[config.mk]
export PLATFORM = sky130hd
export DESIGN_NAME = csi2_rx_csr
export DESIGN_NICKNAME = d
export VERILOG_FILES = /design/src/rtl/csi2_rx_csr.sv
export SDC_FILE = /design/constraint.sdc
export NUM_CORES = 1
export LEC_CHECK = 0
export CORE_MARGIN = 2
export CORE_UTILIZATION = 44
export DETAILED_ROUTE_END_ITERATION = 12
export GPL_TIMING_DRIVEN = 0
export PLACE_DENSITY = 0.81
export SYNTH_ARGS = -nofsm -noshare
export SYNTH_HDL_FRONTEND = slang
export SYNTH_SLANG_ARGS = --single-unit
[constraint.sdc]
create_clock -name clk -period 2.8 [get_ports clk]
set_input_delay 0.7 -clock clk [delete_from_list [all_inputs] [get_ports clk]]
set_output_delay 0.7 -clock clk [all_outputs]
set_load 0.01 [all_outputs]
[src/rtl/csi2_rx_csr.sv]
// ---------------------------------------------------------------------------
// csi2_rx_csr
//
// AXI4-Lite register block for the CSI-2 receiver. It holds the D-PHY enable
// and the SCCB slave address that the power-up sequencer programs. It also
// returns the ID, the live status bits and the error counter to software.
//
// Optional feature: define CSI2_RX_CSR_FRAME_CNT_EN to build the 32-bit
// frame counter at 0x14. Without it 0x14 is unmapped and frame_stb is ignored.
//
// Register map (decode on addr[7:2]):
//   0x00 ID        RO   ID_VALUE
//   0x04 CTRL      RW   [0] dphy_en
//   0x08 SCCB_ADDR RW   [6:0] slave address
//   0x0C STATUS    RO   [0] dphy_locked (live), [1] err_seen (sticky)
//   0x10 ERR_CNT   RO   [15:0] saturating; any write clears it and err_seen
//   0x14 FRAME_CNT RO   wrapping frame count (optional)
//
// Ports:
//   clk, rst_n               clock, asynchronous active-low reset
//   csr_aw*/w*/b*/ar*/r*     AXI4-Lite slave, 32-bit data, 8-bit address
//   dphy_locked              D-PHY lock level (already in clk domain)
//   err_stb, frame_stb       single-cycle event pulses
//   dphy_en                  CTRL[0]
//   sccb_slave_addr          SCCB_ADDR[6:0]
// ---------------------------------------------------------------------------
module csi2_rx_csr #(
    parameter logic [31:0] ID_VALUE      = 32'h4353_4932,
    parameter logic [6:0]  SCCB_ADDR_RST = 7'h1a
) (
    input  logic        clk,
    input  logic        rst_n,
    input  logic [7:0]  csr_awaddr,
    input  logic        csr_awvalid,
    output logic        csr_awready,
    input  logic [31:0] csr_wdata,
    input  logic [3:0]  csr_wstrb,
    input  logic        csr_wvalid,
    output logic        csr_wready,
    output logic [1:0]  csr_bresp,
    output logic        csr_bvalid,
    input  logic        csr_bready,
    input  logic [7:0]  csr_araddr,
    input  logic        csr_arvalid,
    output logic        csr_arready,
    output logic [31:0] csr_rdata,
    output logic [1:0]  csr_rresp,
    output logic        csr_rvalid,
    input  logic        csr_rready,
    input  logic        dphy_locked,
    input  logic        err_stb,
    input  logic        frame_stb,
    output logic        dphy_en,
    output logic [6:0]  sccb_slave_addr
);

    localparam logic [1:0] RESP_OKAY   = 2'b00;
    localparam logic [1:0] RESP_SLVERR = 2'b10;

    logic        aw_held_reg;
    logic [7:0]  aw_addr_reg;
    logic        w_held_reg;
    logic [31:0] w_data_reg;
    logic [3:0]  w_strb_reg;
    logic        bvalid_reg;
    logic [1:0]  bresp_reg;
    logic        rvalid_reg;
    logic [31:0] rdata_reg;
    logic [1:0]  rresp_reg;
    logic        dphy_en_reg;
    logic [6:0]  sccb_addr_reg;
    logic [15:0] err_cnt_reg;
    logic        err_seen_reg;

    logic        aw_hs;
    logic        w_hs;
    logic        ar_hs;
    logic        commit;
    logic [7:0]  wr_addr;
    logic [31:0] wr_data;
    logic [3:0]  wr_strb;
    logic [5:0]  wr_idx;
    logic        wr_mapped;
    logic [31:0] rdata_next;
    logic [1:0]  rresp_next;

`ifdef CSI2_RX_CSR_FRAME_CNT_EN
    logic [31:0] frame_cnt_reg;
`endif

    assign csr_awready     = ~aw_held_reg & ~bvalid_reg;
    assign csr_wready      = ~w_held_reg & ~bvalid_reg;
    assign csr_arready     = ~rvalid_reg;
    assign csr_bvalid      = bvalid_reg;
    assign csr_bresp       = bresp_reg;
    assign csr_rvalid      = rvalid_reg;
    assign csr_rdata       = rdata_reg;
    assign csr_rresp       = rresp_reg;
    assign dphy_en         = dphy_en_reg;
    assign sccb_slave_addr = sccb_addr_reg;

    assign aw_hs = csr_awvalid & csr_awready;
    assign w_hs  = csr_wvalid & csr_wready;
    assign ar_hs = csr_arvalid & csr_arready;

    // The half arriving this cycle bypasses its buffer so a write whose
    // second half lands now commits on this same edge.
    assign wr_addr = aw_held_reg ? aw_addr_reg : csr_awaddr;
    assign wr_data = w_held_reg  ? w_data_reg  : csr_wdata;
    assign wr_strb = w_held_reg  ? w_strb_reg  : csr_wstrb;
    assign wr_idx  = wr_addr[7:2];
    assign commit  = (aw_held_reg | aw_hs) & (w_held_reg | w_hs) & ~bvalid_reg;

    always_comb begin
        wr_mapped = 1'b0;
        case (wr_idx)
            6'd0, 6'd1, 6'd2, 6'd3, 6'd4: wr_mapped = 1'b1;
`ifdef CSI2_RX_CSR_FRAME_CNT_EN
            6'd5:                         wr_mapped = 1'b1;
`endif
            default:                      wr_mapped = 1'b0;
        endcase
    end

    // Write channel: one-deep AW and W buffers, freed together on B.
    always_ff @(posedge clk or negedge rst_n) begin
        if (!rst_n) begin
            aw_held_reg <= 1'b0;
            aw_addr_reg <= '0;
            w_held_reg  <= 1'b0;
            w_data_reg  <= '0;
            w_strb_reg  <= '0;
            bvalid_reg  <= 1'b0;
            bresp_reg   <= RESP_OKAY;
        end else if (bvalid_reg && csr_bready) begin
            aw_held_reg <= 1'b0;
            w_held_reg  <= 1'b0;
            bvalid_reg  <= 1'b0;
        end else begin
            if (aw_hs) begin
                aw_held_reg <= 1'b1;
                aw_addr_reg <= csr_awaddr;
            end
            if (w_hs) begin
                w_held_reg <= 1'b1;
                w_data_reg <= csr_wdata;
                w_strb_reg <= csr_wstrb;
            end
            if (commit) begin
                bvalid_reg <= 1'b1;
                bresp_reg  <= wr_mapped ? RESP_OKAY : RESP_SLVERR;
            end
        end
    end

    // RW fields: only byte lane 0 carries live bits.
    always_ff @(posedge clk or negedge rst_n) begin
        if (!rst_n) begin
            dphy_en_reg   <= 1'b0;
            sccb_addr_reg <= SCCB_ADDR_RST;
        end else if (commit && wr_strb[0]) begin
            if (wr_idx == 6'd1) dphy_en_reg   <= wr_data[0];
            if (wr_idx == 6'd2) sccb_addr_reg <= wr_data[6:0];
        end
    end

    // Error counter and sticky flag. A clear coinciding with an error pulse
    // keeps that pulse, so the counter restarts at 1.
    always_ff @(posedge clk or negedge rst_n) begin
        if (!rst_n) begin
            err_cnt_reg  <= '0;
            err_seen_reg <= 1'b0;
        end else if (commit && wr_idx == 6'd4) begin
            err_cnt_reg  <= {15'd0, err_stb};
            err_seen_reg <= err_stb;
        end else if (err_stb) begin
            if (err_cnt_reg != 16'hFFFF) err_cnt_reg <= err_cnt_reg + 16'd1;
            err_seen_reg <= 1'b1;
        end
    end

`ifdef CSI2_RX_CSR_FRAME_CNT_EN
    always_ff @(posedge clk or negedge rst_n) begin
        if (!rst_n) begin
            frame_cnt_reg <= '0;
        end else if (frame_stb) begin
            frame_cnt_reg <= frame_cnt_reg + 32'd1;
        end
    end
`endif

    always_comb begin
        rdata_next = '0;
        rresp_next = RESP_OKAY;
        case (csr_araddr[7:2])
            6'd0: rdata_next = ID_VALUE;
            6'd1: rdata_next = {31'd0, dphy_en_reg};
            6'd2: rdata_next = {25'd0, sccb_addr_reg};
            6'd3: rdata_next = {30'd0, err_seen_reg, dphy_locked};
            6'd4: rdata_next = {16'd0, err_cnt_reg};
`ifdef CSI2_RX_CSR_FRAME_CNT_EN
            6'd5: rdata_next = frame_cnt_reg;
`endif
            default: rresp_next = RESP_SLVERR;
        endcase
    end

    // Read channel: data captured at the AR handshake, held until rready.
    always_ff @(posedge clk or negedge rst_n) begin
        if (!rst_n) begin
            rvalid_reg <= 1'b0;
            rdata_reg  <= '0;
            rresp_reg  <= RESP_OKAY;
        end else if (ar_hs) begin
            rvalid_reg <= 1'b1;
            rdata_reg  <= rdata_next;
            rresp_reg  <= rresp_next;
        end else if (rvalid_reg && csr_rready) begin
            rvalid_reg <= 1'b0;
        end
    end

    logic unused_ok;
`ifdef CSI2_RX_CSR_FRAME_CNT_EN
    assign unused_ok = ^{wr_data[31:7], wr_strb[3:1], wr_addr[1:0], csr_araddr[1:0]};
`else
    assign unused_ok = ^{wr_data[31:7], wr_strb[3:1], wr_addr[1:0], csr_araddr[1:0], frame_stb};
`endif

endmodule
# --- Yosys cells after proc, flatten, opt, wreduce, memory -nomap -nowiden ---
# Cells that the tools add are included.
# Widths: inputs -> output; s select.
word_totals:
  latch_bits: 0
  mem_bits_ro: 0
  regBits: 81
  memories: 0
  ramBits: 0
  wordCells: 78
  inputBits: 62
  output_inout_bits: 49
op_classes:
  div: 0
  mul: 0
  n_lt_le_gt_ge: 0
  n_shift: 0
  n_reduce_logical: 20
  eq_ne: 9
  muxes: 20
  add_sub_neg: 1
  n_bitwise: 14
ops:
  columns: ["operator", "n"]
  rows:
  - ["$pmux 31 s5", 1]
  - ["$mux 16", 3]
  - ["$eq 6x2->1 const B", 4]
  - ["$add 16x1->16 const B", 1]
  - ["$ne 16x16->1 const B", 1]
  - ["$eq 6x1->1 const B", 2]
  - ["$eq 6x3->1 const B", 2]
  - ["$logic_not 6->1", 2]
  - ["$mux 1", 12]
  - ["$reduce_and 2->1", 6]
  - ["$reduce_bool 2->1", 6]
  - ["$reduce_or 5->1", 2]
  - ["$mux 8", 1]
  - ["$and 1x1->1", 7]
  - ["$mux 7", 1]
  - ["$not 1->1", 5]
  - ["$logic_and 1x1->1", 4]
  - ["$mux 2", 2]
  - ["$or 1x1->1", 2]

# --- Depth between registers and ports, before layout ---
# Gate-level depths: netlist of run 1.
logic_depth:
  word_depth: 9
  ltp_mapped: 6
  mapped_depth_nobuf: 5

# --- Worst setup path before layout of run 1 ---
# No wires, ideal clock.
synth_timing:
  path_type: "input to register"
  from: "input csr_araddr[2]"
  to: "register rdata_reg[15], in the netlist csr_rdata[15]"
  arrival_time_ns: 1.675
  setup_ns: 0.096
  path_buffers: 0
  t_required_ns: 2.704
  slack_ns: 1.030
  path_stages: 4
  cell_sequence: "or4_4 nor2_4 nand2_2 o31ai_1"
synth_via:
  elab_chain_cells: 2
  word_cells_on_any_way: 6
  classes_between: "eq/ne (4); mux (1); reduce/logical (1)"
synth_lines:
  columns: ["element", "line", "source"]
  rows:
  - ["start: declaration", "43", "input logic [7:0] csr_araddr,"]
  - ["$eq 6x3->1 (tied with other cells)", "195", "case (csr_araddr[7:2])"]
  - ["$pmux 31 s5 (*)", "195", null]
  - ["end signal: assignment", "216", "rdata_reg <= rdata_next;"]
  - ["end: declaration", "68", "logic [31:0] rdata_reg;"]
# Mark *: on every way between the ends. The rest lies on a longest branch, timed or not.
# A chain may end at the register's enable or synchronous reset.

# --- Worst setup path in the final report of run 1 ---
layout_timing:
  from: "register w_held_reg"
  to: "output csr_wready"
layout_via:
  elab_chain_cells: 2
layout_lines:
  columns: ["element", "line", "source"]
  rows:
  - ["start: declaration", "62", "logic w_held_reg;"]
  - ["start signal: assignment", "130", "w_held_reg <= 1'b0;"]
  - ["start signal: assignment", "137", "w_held_reg <= 1'b0;"]
  - ["start signal: assignment", "145", "w_held_reg <= 1'b1;"]
  - ["$not 1->1", "92", "assign csr_wready = ~w_held_reg & ~bvalid_reg;"]
  - ["$and 1x1->1", "92", null]
  - ["end: declaration", "39", "output logic csr_wready,"]
# No other way between the ends.

==> results_dict.tcl, run 1 <==
set metrics [dict create \
    status "finished, final reports clean" \
    place.port_buffers 65 \
    synth_cells 317 \
    synth-seq-cells 62 \
    start_kind "flip-flop" \
    fmax_ghz 0.4298 \
    tns_ns 0 \
    critPathArrivalTime_ns 1.63 \
    syn_avg_cell_area_um2 10.44 \
    clockBufferDepth 2 \
    antenna_found_initial 0 \
    cts_tree "built" \
    grtUsageMet1 0.2318 \
    start_util 0.4561 \
    synth.distinct_cells 62 \
    cts_root_buf "clkbuf_8" \
    p_comb_frac 0.321 \
    rows 31 \
    place_area_um2 4135 \
    die_y_um 90.71 \
    worstSetupPathType "flip-flop to output port" \
    p_clk_frac 0.239 \
    yosys_warnings 0 \
    core-area_um2 7253 \
    avgViaCountPerCell 5.287 \
    cts_made_buffers 9 \
    drive_above_1_share 0.1467 \
    synth_edf_count 0 \
    powerDensity_nw_per_um2 715.4 \
    finalClockSkew_ns 0.006812 \
    syn_area_um2 3308 \
    seqPwrFrac 0.440 \
    grtUsageMet2 0.3128 \
    grt_pass1_wl_um 12510 \
    gr-total-overflow 0 \
    final_common_cell "clkdlybuf4s50_1" \
    yosysTopAreaCellShare 0.4463 \
    tightest_slew_ns 0.6613 \
    rsz0062_at_grt "false" \
    grt_usage 0.1874 \
    routabilityCongestion 0.8407 \
    wl_um 7342 \
    final_area_um2 4318 \
    final_nets 467 \
    wl_per_cell_um 14.45 \
    ctsHoldBuffers 0 \
    grt_util_met3 0.05175 \
    cp_slowest_cell "clkdlybuf4s50_1" \
    cts_resized 0 \
    largest_reg_flops 17 \
    final.period_utilization 0.8309 \
    ant_nets 0 \
    slew_headroom 0.5591 \
    power_switching_w 0.001009 \
    most-common-layout-cells "clkdlybuf4s50_1 (64), dfrtp_1 (59), nand2_1 (28)" \
    finalSetupViolCount 0 \
    worstHoldPathType "input pin to async pin" \
    period_needed_ns 2.326 \
    crit_chain "buf_2, nor2_1, clkdlybuf4s50_1" \
    crit_path_max_incr_delay_ns 0.54 \
    antenna_cells 0 \
    drt-pass1-iter-count 4 \
    die-width_um 90.71 \
    io-pin-count 111 \
    postSynth.asyncResetShare 1.000 \
    cap_viol_max_count 0 \
    r2r_setup_slack_ns 0.91 \
    multi_input_area_um2 1535 \
    ir_drop_v 0.0003532 \
    yosys.area.top_type "dfrtp_1" \
    drc 0 \
    first_iter_violations 224 \
    cp_max_fo 10 \
    vias 2686 \
    cts_sinks 62 \
    switching_share 0.3265 \
    finalHoldViolCount 0 \
    grt_max_degree 35 \
    synth_flop_cell "dfrtp_1" \
    dpl.hpwl_um 5579 \
    internal_power_w 0.002081 \
    grt_busiest_layer "met2" \
    required_ns 2.10 \
    area_delta_synth_final_pct 30.52 \
    ys_seq_area_frac 0.4701 \
    critPathCaptureType "output port" \
    cts_setup_buffers 0 \
    die-area_um2 8228 \
    num-fill-cells 588 \
    insertion_delay_ns 0.34 \
    clkTransAtPathRegs_ns 0.07 \
    final_util 0.5953 \
    yosys-top-cells-area "dfrtp_1 (45%), mux2_1 (6.8%), buf_4 (4.1%)" \
    cts-htree-levels 3 \
    grt_pass1_vias 2632 \
    ff_latch_area_um2 1555 \
    p_leak_nw 1.849 \
    slew_viol_final 0 \
]
[critical path, delay by kind of cell (launching register included)]
family | cells | cell delay [ns]
and+or+nand+nor | 1 | 0.13
buffers and inverters | 2 | 0.75
DFF | 1 | 0.40
[synthesized netlist by cell type (3+ instances only)]
| cell | number |
|---|---|
| or3_1 | 3 |
| a21oi_1 | 9 |
| mux2_2 | 4 |
| nor2_1 | 12 |
| o31ai_1 | 4 |
| a31oi_1 | 7 |
| nor3_1 | 8 |
| and3_1 | 5 |
| nand4_1 | 4 |
| a22o_1 | 7 |
| nand3_1 | 8 |
| and4_1 | 3 |
| dfstp_2 | 3 |
| buf_4 | 18 |
| inv_1 | 11 |
| clkbuf_1 | 7 |
| nand2_1 | 28 |
| o21ai_1 | 16 |
| o21ai_0 | 8 |
| dfrtp_1 | 59 |
| a32o_1 | 3 |
| mux2i_1 | 9 |
| and2_1 | 3 |
| mux2_1 | 20 |
| buf_2 | 6 |
[kinds of logic after synthesis]
kind of cell,count (synthesis),share of synthesized area
other,1,0.001134
DFF,62,0.4701
adders and majority gates,1,0.003782
buffers and inverters,44,0.07716
and+or+nand+nor,100,0.1815
muxes,33,0.1089
AOI/OAI and AO/OA,76,0.1573
[final timing paths]
check	from	to	depth (start not counted)
max in group asynchronous	rst_n	sccb_slave_addr[1]$_DFFE_PN1P_	2
hold / removal	rst_n	csr_rvalid$_DFFE_PN0P_	1
min in group clk	csr_rdata[14]$_DFFE_PN0P_	csr_rdata[14]$_DFFE_PN0P_	2
setup reg to reg	err_cnt_reg[1]$_DFFE_PN0P_	err_cnt_reg[10]$_DFFE_PN0P_	6
hold reg to reg	csr_rdata[14]$_DFFE_PN0P_	csr_rdata[14]$_DFFE_PN0P_	2
setup / recovery	w_held_reg$_DFFE_PN0P_	csr_wready	3
[power groups by stage]
stage	sequential, W	clock, W	combinational (W)
6_report	0.00136	0.000739	0.000990
5_1_grt	0.00140	0.000794	0.00109
4_1_cts	0.00136	0.000757	0.00100
3_5_place_dp	0.00138	0	0.000996
3_3_place_gp	0.00136	0	0.000962
2_1_floorplan	0.00134	0	0.000613
[through the flow]
| stage | instances | power (W) | hold slack [ns] | setup WS (ns) |
|---|---|---|---|---|
| 4_1_cts | 508 | 0.003118 | 0.4035 | 0.4463 |
| 3_5_place_dp | 492 | 0.002372 | 0.4762 | 0.3598 |
| 2_1_floorplan | 327 | 0.001953 | 0.4044 | 1.030 |
| 6_report | 508 | 0.003089 | 0.3930 | 0.4736 |
| 3_3_place_gp | 491 | 0.002323 | 0.4627 | -0.9113 |
| 5_1_grt | 508 | 0.003277 | 0.4400 | 0.3697 |
[layout make-up]
type	instances	area share
inverters	11	0.009562
plain buffers	33	0.04955
repair buffers	66	0.1542
multi-input cells	221	0.3555
well taps	99	0.02869
clock inverters	4	0.01101
flip-flops and latches	62	0.3602
clock buffers	12	0.03130
[layer usage]
metal	wire length (µm)	vias to the layer above
met5	0	-
li1	-	1309
met3	425	6
met1	3226	1292
met4	79	0
met2	3609	79
(Power assumes the default switching activity.)
==> run 2: changes to the inputs <==
--- a/config.mk
+++ b/config.mk
@@ -6,10 +6,10 @@
 export NUM_CORES = 1
 export LEC_CHECK = 0
 export CORE_MARGIN = 2
-export CORE_UTILIZATION = 44
+export CORE_UTILIZATION = 42
 export DETAILED_ROUTE_END_ITERATION = 12
 export GPL_TIMING_DRIVEN = 0
-export PLACE_DENSITY = 0.81
+export PLACE_DENSITY = 0.8
 export SYNTH_ARGS = -nofsm -noshare
 export SYNTH_HDL_FRONTEND = slang
 export SYNTH_SLANG_ARGS = --single-unit
==> constraint.sdc (replaced) <==
create_clock -name clk -period 1.9 [get_ports clk]
set_input_delay 0.475 -clock clk [delete_from_list [all_inputs] [get_ports clk]]
set_output_delay 0.475 -clock clk [all_outputs]
set_load 0.01 [all_outputs]
==> results_dict.tcl, run 2 (same netlist as run 1, synthesis figures left out) <==
set metrics [dict create \
    io-pin-count 111 \
    r2r_setup_slack_ns 0.14 \
    cts_root_buf "clkbuf_8" \
    status "finished, final reports clean" \
    worstHoldPathType "input pin to async pin" \
    core-area_um2 7687 \
    grt_pass1_wl_um 12830 \
    vias 2741 \
    antenna_cells 0 \
    dp_cells 495 \
    grt_pass1_vias 2753 \
    num-fill-cells 639 \
    ctsHoldBuffers 0 \
    die-area_um2 8603 \
    die-width_um 92.75 \
    most-common-layout-cells "dfrtp_1 (55), clkdlybuf4s50_1 (52), nand2_1 (28)" \
    place.port_buffers 65 \
    tns_ns 0 \
    hold_slack_ns 0.1793 \
    avgViaCountPerCell 5.354 \
    critPathArrivalTime_ns 1.37 \
    period_needed_ns 1.847 \
    cts_made_buffers 9 \
    critPathCaptureType "output port" \
    routabilityCongestion 0.8344 \
    antenna_found_initial 0 \
    rsz0062_at_grt "false" \
    cp_max_fo 3 \
    drive_above_1_share 0.1683 \
    ff2ff_path_depth 6 \
    drt-pass1-iter-count 4 \
    gr-total-overflow 0 \
    cts_tree "built" \
    ir_drop_v 0.0004882 \
    area_delta_synth_final_pct 32.64 \
    cts-htree-levels 3 \
    cts_sinks 62 \
    finalClockSkew_ns 0.01081 \
    powerDensity_nw_per_um2 1075 \
    drc 0 \
    final_util 0.5708 \
    grt_usage 0.1877 \
    grt_max_degree 33 \
    p_leak_nw 1.988 \
    finalHoldViolCount 0 \
    insertion_delay_ns 0.35 \
    fmax_ghz 0.5415 \
    final_common_cell "dfrtp_1" \
    clockBufferDepth 2 \
    required_ns 1.42 \
    wl_um 7695 \
    die_y_um 92.75 \
    r2r-end "err_cnt_reg[10]$_DFFE_PN0P_" \
    start_util 0.4303 \
    ant_nets 0 \
    clkTransAtPathRegs_ns 0.07 \
    dpl.hpwl_um 5712 \
    slew_viol_final 0 \
    final_nets 468 \
    place_ws_ns -0.3311 \
    setup_ws_ns 0.05333 \
    wl_per_cell_um 15.03 \
    finalSetupViolCount 0 \
    fin_cells 512 \
    final.period_utilization 0.9719 \
    worstSetupPathType "flip-flop to output port" \
    tightest_slew_ns 0.7201 \
    reg2reg_from "err_cnt_reg[0]$_DFFE_PN0P_" \
    largest_reg_flops 17 \
    rows 32 \
    cap_viol_max_count 0 \
    first_iter_violations 296 \
    slew_headroom 0.5200 \
    start_kind "flip-flop" \
]
-- run 2: cell count changes in the layout (fill, tap and decap cells not counted), sizes merged --
cell	previous run	this run
dlygate4sd2	0	4
buf	28	29
clkdlybuf4s15	0	1
clkinv	2	0
dlymetal6s2s	0	7
clkinvlp	1	0
clkdlybuf4s50	64	52
clkbuf	19	22
-- run 2: worst max path at each step --
| stage | startpoint | slack (ns) | endpoint | cells past startpoint |
|---|---|---|---|---|
| finish | csr_rvalid$_DFFE_PN0P_ | 0.05 | csr_arready | 2 |
| global route | w_held_reg$_DFFE_PN0P_ | 0.009 | csr_wready | 3 |
| detailed placement | err_stb | -0.33 | err_cnt_reg[13]$_DFFE_PN0P_ | 5 |
| floorplan | err_cnt_reg[1]$_DFFE_PN0P_ | 0.25 | err_cnt_reg[12]$_DFFE_PN0P_ | 5 |
| global placement | rst_n | -1.56 | aw_held_reg$_DFFE_PN0P_ | 1 |
| CTS | csr_rdata[25]$_DFFE_PN0P_ | 0.002 | csr_rdata[30] | 2 |
-- run 2: metrics by stage --
stage          power (W)  instance area [µm²]
2_1_floorplan   0.002878                 3346
3_3_place_gp    0.003431                 4124
3_5_place_dp    0.003509                 4139
4_1_cts         0.004697                 4344
5_1_grt         0.004966                 4388
6_report        0.004719                 4388
-- run 2: layout make-up --
class | count | area, µm² | share of cell area
sequential | 62 | 1560 | 0.3556
multi-input combinational | 221 | 1548 | 0.3527
timing repair buffer | 67 | 685.7 | 0.1563
buffer | 33 | 219.0 | 0.04990
clock buffer | 15 | 176.4 | 0.04021
tap | 102 | 127.6 | 0.02908
inverter | 11 | 41.29 | 0.009410
clock inverter | 1 | 30.03 | 0.006843
-- run 2: layer usage --
| metal | global-route usage | up-vias | wire, µm |
|---|---|---|---|
| li1 | - | 1314 | - |
| met1 | 0.2390 | 1342 | 3460 |
| met2 | 0.3230 | 69 | 3779 |
| met3 | 0.03255 | 16 | 332 |
| met4 | 0.06495 | 0 | 123 |
| met5 | 0 | - | 0 |
-- run 2: timing repair --
item	4_1_cts	5_1_grt
setup endpoints to repair	11	17
gates resized for setup	8	17
buffers inserted	0	1
-- run 2: where the power goes --
group / leakage (nW) / total [W] / switching [W] / internal, W
clock network: 0.104 / 0.00123 / 0.000510 / 0.000716
logic: 1.11 / 0.00146 / 0.000686 / 0.000769
registers: 0.776 / 0.00204 / 0.000351 / 0.00169
total: 1.99 / 0.00472 / 0.00155 / 0.00317
-- run 2: critical path: stages (launching register included) --
cell	delay [ns]
dfrtp_1	0.39
inv_1	0.09
clkdlybuf4s50_1	0.54
==> run 3: changes to the inputs <==
--- a/config.mk
+++ b/config.mk
@@ -5,11 +5,14 @@
 export SDC_FILE = /design/constraint.sdc
 export NUM_CORES = 1
 export LEC_CHECK = 0
+export CAP_MARGIN = 25
 export CORE_MARGIN = 2
 export CORE_UTILIZATION = 42
 export DETAILED_ROUTE_END_ITERATION = 12
 export GPL_TIMING_DRIVEN = 0
+export MAX_ROUTING_LAYER = met4
 export PLACE_DENSITY = 0.8
+export SLEW_MARGIN = 0
 export SYNTH_ARGS = -nofsm -noshare
 export SYNTH_HDL_FRONTEND = slang
 export SYNTH_SLANG_ARGS = --single-unit
==> results_dict.tcl, run 3 (same netlist as run 1, synthesis figures left out) <==
set metrics [dict create \
    status "finished, final reports clean" \
    drt-pass1-iter-count 4 \
    largest_reg_flops 17 \
    period_needed_ns 1.845 \
    worstHoldPathType "input pin to async pin" \
    rsz0062_at_grt "false" \
    drc 0 \
    routabilityCongestion 0.8473 \
    place.port_buffers 65 \
    drive_above_1_share 0.1683 \
    ff2ff_path_depth 6 \
    die_y_um 92.75 \
    ir_drop_v 0.0004871 \
    final_common_cell "dfrtp_1" \
    finalClockSkew_ns 0.01047 \
    insertion_delay_ns 0.35 \
    gr-total-overflow 0 \
    num-fill-cells 639 \
    cts-htree-levels 3 \
    finalHoldViolCount 0 \
    start_util 0.4303 \
    grt_pass1_wl_um 12850 \
    required_ns 1.42 \
    io-pin-count 111 \
    powerDensity_nw_per_um2 1073 \
    first_iter_violations 257 \
    slew_headroom 0.5194 \
    clkTransAtPathRegs_ns 0.07 \
    cts_sinks 62 \
    area_delta_synth_final_pct 32.64 \
    critical_path.top_delay_family "buffers and inverters" \
    rows 32 \
    cp_max_fo 3 \
    tns_ns 0 \
    final.period_utilization 0.9709 \
    vias 2725 \
    avgViaCountPerCell 5.322 \
    crit_path_max_incr_delay_ns 0.54 \
    p_leak_nw 1.988 \
    cts_made_buffers 9 \
    worstSetupPathType "flip-flop to output port" \
    grt_usage 0.1936 \
    cts_root_buf "clkbuf_8" \
    most-common-layout-cells "dfrtp_1 (55), clkdlybuf4s50_1 (52), nand2_1 (28)" \
    tightest_slew_ns 0.7209 \
    slew_viol_final 0 \
    finalSetupViolCount 0 \
    crit_chain "inv_1, clkdlybuf4s50_1" \
    cts_tree "built" \
    r2r_setup_slack_ns 0.13 \
    cp_slowest_cell "clkdlybuf4s50_1" \
    fin_cells 512 \
    core-area_um2 7687 \
    ant_nets 0 \
    critPathCaptureType "output port" \
    reg2reg_from "err_cnt_reg[1]$_DFFE_PN0P_" \
    crit_cells 2 \
    die-area_um2 8603 \
    antenna_found_initial 0 \
    dp_cells 495 \
    r2r-end "err_cnt_reg[10]$_DFFE_PN0P_" \
    grt_pass1_vias 2750 \
    start_kind "flip-flop" \
    final_nets 468 \
    die-width_um 92.75 \
    antenna_cells 0 \
    wl_um 7681 \
    crit_buf_inv 2 \
    critPathArrivalTime_ns 1.37 \
    wl_per_cell_um 15.00 \
    dpl.hpwl_um 5712 \
    fmax_ghz 0.5421 \
    grt_max_degree 33 \
    clockBufferDepth 2 \
    cap_viol_max_count 0 \
    final_util 0.5708 \
]
==> run 3: cell counts in the layout (fill, tap and decap cells not counted) <==
Identical to the previous run, type by type.
==> run 3: metal layers <==
layer | wire length, µm | vias up | track usage | part of all wire
met2 | 3820 | 73 | 0.3230 | 0.50
met3 | 358 | 9 | 0.03743 | 0.047
met1 | 3414 | 1333 | 0.2395 | 0.44
met4 | 87 | 0 | 0.06127 | 0.011
li1 | - | 1310 | - | -
met5 | 0 | - | - | 0
==> run 3: through the flow <==
| step | area (µm²) | hold WS [ns] | power [W] | setup slack (ns) |
|---|---|---|---|---|
| after floorplan | 3346 | 0.1794 | 0.002878 | 0.2482 |
| after global placement | 4124 | 0.4629 | 0.003431 | -1.565 |
| after detailed placement | 4139 | 0.4699 | 0.003509 | -0.3311 |
| after CTS | 4344 | 0.2017 | 0.004697 | 0.001520 |
| after global routing | 4388 | 0.2416 | 0.004972 | 0.005200 |
| final | 4388 | 0.1820 | 0.004710 | 0.05528 |
==> run 3: power by group <==
group | internal (W) | total (W) | leakage, nW | switching, W
combinational | 0.000770 | 0.00146 | 1.11 | 0.000686
sequential | 0.00169 | 0.00203 | 0.776 | 0.000347
clock | 0.000716 | 0.00122 | 0.104 | 0.000505
total | 0.00317 | 0.00471 | 1.99 | 0.00154
==> run 3: area by class of cell <==
cell class / count / area [µm²] / area share
Buffer: 33 / 219.0 / 0.04990
Clock buffer: 15 / 176.4 / 0.04021
Clock inverter: 1 / 30.03 / 0.006843
Inverter: 11 / 41.29 / 0.009410
Multi-Input combinational cell: 221 / 1548 / 0.3527
Sequential cell: 62 / 1560 / 0.3556
Tap cell: 102 / 127.6 / 0.02908
Timing Repair Buffer: 67 / 685.7 / 0.1563
==> run 3: how the worst max path moves through the flow <==
stage,from,endpoint
5_1_grt,w_held_reg$_DFFE_PN0P_,csr_wready
3_3_place_gp,rst_n,aw_held_reg$_DFFE_PN0P_
3_5_place_dp,err_stb,err_cnt_reg[13]$_DFFE_PN0P_
2_1_floorplan,err_cnt_reg[1]$_DFFE_PN0P_,err_cnt_reg[12]$_DFFE_PN0P_
4_1_cts,csr_rdata[25]$_DFFE_PN0P_,csr_rdata[30]
6_report,csr_rvalid$_DFFE_PN0P_,csr_arready
==> run 3: repair_timing <==
action | in CTS | in global routing
setup endpoints to repair | 11 | 16
setup buffers | 0 | 1
hold endpoints to repair | 0 | 0
hold buffers | 0 | 0
gates resized for setup | 8 | 17
